File: src/rtl/param_fifo_if.sv
// Streaming FIFO bus: control/data in from the producer side,
// data and occupancy status back out.
interface param_fifo_if #(
    parameter int DATA_WIDTH = 9,
    parameter int ADDR_WIDTH = 4
);
    logic                  Clear;
    logic [DATA_WIDTH-1:0] DataIn;
    logic                  Write;
    logic                  Read;
    logic                  ClearOV;
    logic                  ClearUF;
    logic [DATA_WIDTH-1:0] DataOut;
    logic [ADDR_WIDTH:0]   Count;
    logic                  Full;
    logic                  Empty;
    logic                  AlmostFull;
    logic                  AlmostEmpty;
    logic                  OV;
    logic                  UF;

    modport master (
        output Clear, DataIn, Write, Read, ClearOV, ClearUF,
        input  DataOut, Count, Full, Empty,
        input  AlmostFull, AlmostEmpty, OV, UF
    );

    modport slave (
        input  Clear, DataIn, Write, Read, ClearOV, ClearUF,
        output DataOut, Count, Full, Empty,
        output AlmostFull, AlmostEmpty, OV, UF
    );
endinterface

File: src/rtl/param_fifo.sv
// Parametrised single-clock FIFO with thresholds, sticky OV/UF,
// synchronous flush and optional first-word-fall-through read.
module param_fifo #(
    parameter int DATA_WIDTH = 9,
    parameter int ADDR_WIDTH = 4,
    parameter int AF_LEVEL   = 12,
    parameter int AE_LEVEL   = 4,
    parameter bit FWFT       = 1'b0
) (
    input logic         Clock,
    input logic         Reset,
    param_fifo_if.slave bus
);
    localparam int DEPTH = 2 ** ADDR_WIDTH;
    localparam logic [ADDR_WIDTH:0] FULL_CNT =
        {1'b1, {ADDR_WIDTH{1'b0}}};
    localparam logic [ADDR_WIDTH:0] AF_CNT = AF_LEVEL[ADDR_WIDTH:0];
    localparam logic [ADDR_WIDTH:0] AE_CNT = AE_LEVEL[ADDR_WIDTH:0];

    logic [DATA_WIDTH-1:0] mem [DEPTH];
    logic [ADDR_WIDTH-1:0] rd_ptr;
    logic [ADDR_WIDTH-1:0] wr_ptr;
    logic [ADDR_WIDTH:0]   count;
    logic [ADDR_WIDTH:0]   count_nxt;
    logic                  ov;
    logic                  uf;
    logic                  full;
    logic                  empty;
    logic                  rd_raw;
    logic                  rd_ok;
    logic                  wr_ok;
    logic                  ov_set;
    logic                  uf_set;

    assign full  = (count == FULL_CNT);
    assign empty = (count == '0);

    // A full FIFO still takes a write when a read frees a slot
    assign rd_raw = bus.Read && !empty;
    assign rd_ok  = rd_raw && !bus.Clear;
    assign wr_ok  = bus.Write && (!full || rd_raw) && !bus.Clear;
    assign ov_set = bus.Write && full && !rd_raw;
    assign uf_set = bus.Read && empty;

    always_comb begin
        count_nxt = count;
        unique case (1'b1)
            wr_ok && !rd_ok: count_nxt = count + 1'b1;
            rd_ok && !wr_ok: count_nxt = count - 1'b1;
            default:         count_nxt = count;
        endcase
    end

    always_ff @(posedge Clock or posedge Reset) begin
        if (Reset) begin
            rd_ptr <= '0;
            wr_ptr <= '0;
            count  <= '0;
        end else if (bus.Clear) begin
            rd_ptr <= '0;
            wr_ptr <= '0;
            count  <= '0;
        end else begin
            if (rd_ok)
                rd_ptr <= rd_ptr + 1'b1;
            if (wr_ok)
                wr_ptr <= wr_ptr + 1'b1;
            count <= count_nxt;
        end
    end

    // Set beats clear on both sticky flags
    always_ff @(posedge Clock or posedge Reset) begin
        if (Reset) begin
            ov <= 1'b0;
            uf <= 1'b0;
        end else if (bus.Clear) begin
            ov <= 1'b0;
            uf <= 1'b0;
        end else begin
            if (ov_set)
                ov <= 1'b1;
            else if (bus.ClearOV)
                ov <= 1'b0;
            if (uf_set)
                uf <= 1'b1;
            else if (bus.ClearUF)
                uf <= 1'b0;
        end
    end

    // Storage is deliberately left out of reset
    always_ff @(posedge Clock) begin
        if (wr_ok)
            mem[wr_ptr] <= bus.DataIn;
    end

    generate
        if (FWFT) begin : g_fwft
            always_comb begin
                bus.DataOut = '0;
                if (!empty)
                    bus.DataOut = mem[rd_ptr];
            end
        end else begin : g_reg
            logic [DATA_WIDTH-1:0] dout;

            always_ff @(posedge Clock or posedge Reset) begin
                if (Reset)
                    dout <= '0;
                else if (bus.Clear)
                    dout <= '0;
                else if (rd_ok)
                    dout <= mem[rd_ptr];
            end

            assign bus.DataOut = dout;
        end
    endgenerate

    assign bus.Count       = count;
    assign bus.Full        = full;
    assign bus.Empty       = empty;
    assign bus.AlmostFull  = (count >= AF_CNT);
    assign bus.AlmostEmpty = (count <= AE_CNT);
    assign bus.OV          = ov;
    assign bus.UF          = uf;
endmodule

File: src/flat_wrapper.sv
// flat-port wrapper written by rule: the top's interface ports become plain ports
module param_fifo_flat 
#(
    parameter int DATA_WIDTH = 9,
    parameter int ADDR_WIDTH = 4,
    parameter int AF_LEVEL   = 12,
    parameter int AE_LEVEL   = 4,
    parameter bit FWFT       = 1'b0
)
  (Clock, Reset, bus_Clear, bus_DataIn, bus_Write, bus_Read, bus_ClearOV, bus_ClearUF, bus_DataOut, bus_Count, bus_Full, bus_Empty, bus_AlmostFull, bus_AlmostEmpty, bus_OV, bus_UF);
  param_fifo_if #(.DATA_WIDTH(DATA_WIDTH), .ADDR_WIDTH(ADDR_WIDTH)) bus_i ();
  input logic Clock;
  input logic Reset;
  input wire logic [$bits(bus_i.Clear)-1:0] bus_Clear;
  input wire logic [$bits(bus_i.DataIn)-1:0] bus_DataIn;
  input wire logic [$bits(bus_i.Write)-1:0] bus_Write;
  input wire logic [$bits(bus_i.Read)-1:0] bus_Read;
  input wire logic [$bits(bus_i.ClearOV)-1:0] bus_ClearOV;
  input wire logic [$bits(bus_i.ClearUF)-1:0] bus_ClearUF;
  output wire logic [$bits(bus_i.DataOut)-1:0] bus_DataOut;
  output wire logic [$bits(bus_i.Count)-1:0] bus_Count;
  output wire logic [$bits(bus_i.Full)-1:0] bus_Full;
  output wire logic [$bits(bus_i.Empty)-1:0] bus_Empty;
  output wire logic [$bits(bus_i.AlmostFull)-1:0] bus_AlmostFull;
  output wire logic [$bits(bus_i.AlmostEmpty)-1:0] bus_AlmostEmpty;
  output wire logic [$bits(bus_i.OV)-1:0] bus_OV;
  output wire logic [$bits(bus_i.UF)-1:0] bus_UF;
  assign bus_i.Clear = bus_Clear;
  assign bus_i.DataIn = bus_DataIn;
  assign bus_i.Write = bus_Write;
  assign bus_i.Read = bus_Read;
  assign bus_i.ClearOV = bus_ClearOV;
  assign bus_i.ClearUF = bus_ClearUF;
  assign bus_DataOut = bus_i.DataOut;
  assign bus_Count = bus_i.Count;
  assign bus_Full = bus_i.Full;
  assign bus_Empty = bus_i.Empty;
  assign bus_AlmostFull = bus_i.AlmostFull;
  assign bus_AlmostEmpty = bus_i.AlmostEmpty;
  assign bus_OV = bus_i.OV;
  assign bus_UF = bus_i.UF;
  param_fifo #(.DATA_WIDTH(DATA_WIDTH), .ADDR_WIDTH(ADDR_WIDTH), .AF_LEVEL(AF_LEVEL), .AE_LEVEL(AE_LEVEL), .FWFT(FWFT)) u_core (.Clock(Clock), .Reset(Reset), .bus(bus_i));
endmodule
File: config.mk
export PLATFORM = sky130hd
export DESIGN_NAME = param_fifo_flat
export DESIGN_NICKNAME = d
export VERILOG_FILES = /design/src/rtl/param_fifo_if.sv /design/src/rtl/param_fifo.sv /design/src/flat_wrapper.sv
export SDC_FILE = /design/constraint.sdc
export NUM_CORES = 1
export LEC_CHECK = 0
export CAP_MARGIN = 10
export CORE_MARGIN = 1
export CORE_UTILIZATION = 25
export DETAILED_ROUTE_END_ITERATION = 8
export GPL_TIMING_DRIVEN = 0
export PLACE_DENSITY = 0.42
export SYNTH_ARGS = -nofsm -noshare
export SYNTH_HDL_FRONTEND = slang
export SYNTH_SLANG_ARGS = --single-unit
export TNS_END_PERCENT = 20
File: constraint.sdc
create_clock -name Clock -period 4.4 [get_ports Clock]
set_clock_uncertainty 0.1 [all_clocks]
set_input_delay 0.88 -clock Clock [delete_from_list [all_inputs] [get_ports Clock]]
set_output_delay 0.88 -clock Clock [all_outputs]
set_load 0.05 [all_outputs]
==> run metrics <==
Seq/Total Area, Yosys 71.5%; grt met1 use 17.9%; crit path kind flop to output port; grt met3 use 2.44%; Crit. End Element output port; setup tns final 0 ns; vias in the first global route 3734; die height 168 um; Int Pwr 3010 uW; Hold Path Class flop to flop; P per Cell Area 534 nW/um2; drt first-iter violations 384; Setup violations, final 0; Critical Path Source Type flop; hold path startpoint u_core.bus.OV; Seq pwr share 42.6%; status complete, no violations; Logic pwr share 25.7%; via count 3654; antenna violations before repair 0; RSZ-0062 raised after global routing no; number of CTS-inserted buffers 17; clk root buf clkbuf_16; final period utilization 81.8%; H-tree depth 4; clock power share 31.7%; Max Fanout on Critical Path 9; placed cell area 7660 um2; Period minus WS final 3.60 ns; first-pass GRT wire length 24600 um; VDD IR-drop max 306 uV; ratio of cells with drive above 1 in the final layout 17.9%; worst-skew pair later-pin latency 0.42 ns; fmax 278 MHz; gr busiest metal met2; largest net degree at the start of global routing 25; mapped cell area 6890 um2; leakage power 0.00266 uW; ant diodes 0; Worst EP required 3.42 ns; Syn Nets 415; max-cap violation count 0; Die Wd 168 um; Seq cells post-synth 168; Cells after Synth 392; met2 global-route usage 18.4%; area grow syn2layout 18.9%; GRT Util Overall 12.3%; post-DR wirelength/cell 20.8 um; Reg-to-Reg Start u_core.bus.Count[0]; overall power 4380 uW; CTS tree done; switch share 31.3%; layout net count 468; worst-margin pin slew 1.06 ns; count of different cell masters after synthesis 49; Residual DRC 0; Initial Util 25.5%; # fillers 2667; Ports 36; Setup Fix Bufs, Post-CTS 0; Slew Viols, Final 0; placer congestion estimate 0.716; Final Instance Area 8200 um2; hold_buf cts 0; Setup crit start u_core.bus.Count[0]; I/O Buffers 34; Clock transition at path regs 0.06 ns; CTS sink count 168; DIE AREA 28200 um2; hpwl dp 10900 um; Switching Power 1370 uW; row count 60; CTS Buffer Depth 2; Resized Gates After CTS 0; Critical Path AT 2.62 ns; GRT Residual Overflow 0; core footprint 27000 um2; Post-Syn Area per Cell 17.6 um2; hold violation total from the final report 0; first drt pass iteration count 4; Synth warnings 0; Detail Route Antenna Nets 0; Vias/cell 4.57; final wirelength 16700 um; Rel. slew slack 29.1%
-- per-layer routing --
layer / vias up / share of wire [%]
met4: 0 / 1.4
li1: 1654 / -
met1: 1921 / 50
met2: 65 / 45
met5: - / 0
met3: 14 / 3.4
-- cells by family after synthesis --
family	Yosys count	share of synthesized area [%]
DFF	168	71.5
and+or+nand+nor	75	5.66
AOI/OAI and AO/OA	63	6.05
muxes	38	12.1
buffers and inverters	32	2.34
xor gates and xnor gates	9	1.14
adders and majority gates	7	1.27
-- area by class of cell --
cell class	instances	area, um2	area share (%)
buffer	20	116	1.42
clock buffer	19	433	5.28
clock inverter	13	105	1.28
inverter	12	45.0	0.550
multi-input combinational	192	1810	22.0
sequential	168	4920	60.1
tap	341	427	5.21
timing repair buffer	34	340	4.15
-- flip-flops by register name (all words and copies together), names as in the netlist --
| name | flops |
|---|---|
| u_core.mem | 144 |
| u_core.wr_ptr | 4 |
| u_core.bus.DataOut | 9 |
| u_core.bus.UF | 1 |
| u_core.bus.OV | 1 |
| u_core.bus.Count | 5 |
| u_core.rd_ptr | 4 |
-- synth_stat cells, drive strengths merged --
cell,count,area [um2]
nor3,1,5.00
edfxtp,144,4320
buf,9,65.1
nand4,1,6.26
xor2,3,26.3
and2,13,83.8
o211a,1,10.0
ha,7,87.6
nor2b,4,25.0
xnor2,6,52.6
o211ai,2,15.0
o221ai,1,8.76
clkbuf,11,51.3
a21boi,1,7.51
mux2,1,11.3
a211oi,1,7.51
nand3,2,10.0
a21oi,26,130
nor3b,2,15.0
mux2i,1,10.0
nor4b,1,8.76
nor4,3,18.8
o41ai,1,8.76
a2111oi,1,8.76
nand2b,1,6.26
o31ai,3,36.3
o21ai,6,33.8
a32oi,1,8.76
a22oi,18,135
inv,12,45.0
nand3b,1,7.51
and3,2,17.5
a31oi,1,6.26
or3,1,7.51
mux4,36,811
dfrtp,24,601
or4,1,11.3
nand2,7,26.3
nor2,32,123
or2,3,18.8
-- path summary, 6_finish.rpt --
path,endpoint,slack (ns),depth (start not counted)
worst max register to register,u_core.bus.Count[2],1.28,11
worst min register to register,u_core.bus.OV,0.43,2
worst min-delay path,u_core.bus.OV,0.43,2
worst max-delay path,bus_Empty,0.80,4
min in group asynchronous,u_core.bus.Count[1],0.92,2
max in group asynchronous,u_core.wr_ptr[3],2.63,2
-- placed cells by master, fill, tap and decap left out, types with 6 or more instances in the layout --
cell type / count
a22oi_1: 18
clkbuf_1: 12
inv_1: 12
xnor2_1: 6
mux4_2: 36
edfxtp_1: 144
nor2_1: 31
a21oi_1: 26
and2_1: 12
dfrtp_1: 24
ha_1: 7
clkbuf_16: 17
nand2_1: 7
clkdlybuf4s50_1: 34
-- worst max-delay path: stages (launching register included) --
cell             delay, ns
dfrtp_1               0.48
or4_4                 0.57
buf_6                 0.16
nor2_1                0.15
clkdlybuf4s50_1       0.84
-- power by group through the flow --
stage	sequential, uW	clock, uW	combinational (uW)
after floorplan	2040	0	627
after detailed placement	1900	0	1140
after CTS	1870	1410	1140
after global routing	1880	1460	1210
after global placement	1900	0	1140
final	1870	1390	1130
-- per-stage QoR --
| step | cells | setup slack [ns] | util (%) | hold WS [ns] |
|---|---|---|---|---|
| final | 799 | 0.802 | 30.3 | 0.427 |
| after global routing | 799 | 0.675 | 30.3 | 0.458 |
| after CTS | 799 | 0.782 | 30.3 | 0.425 |
| after detailed placement | 767 | 0.534 | 28.3 | 0.410 |
| after global placement | 767 | 0.542 | 28.3 | 0.405 |
| after floorplan | 392 | 0.548 | - | 0.452 |
Note: power is estimated with default switching activity, not from simulation.
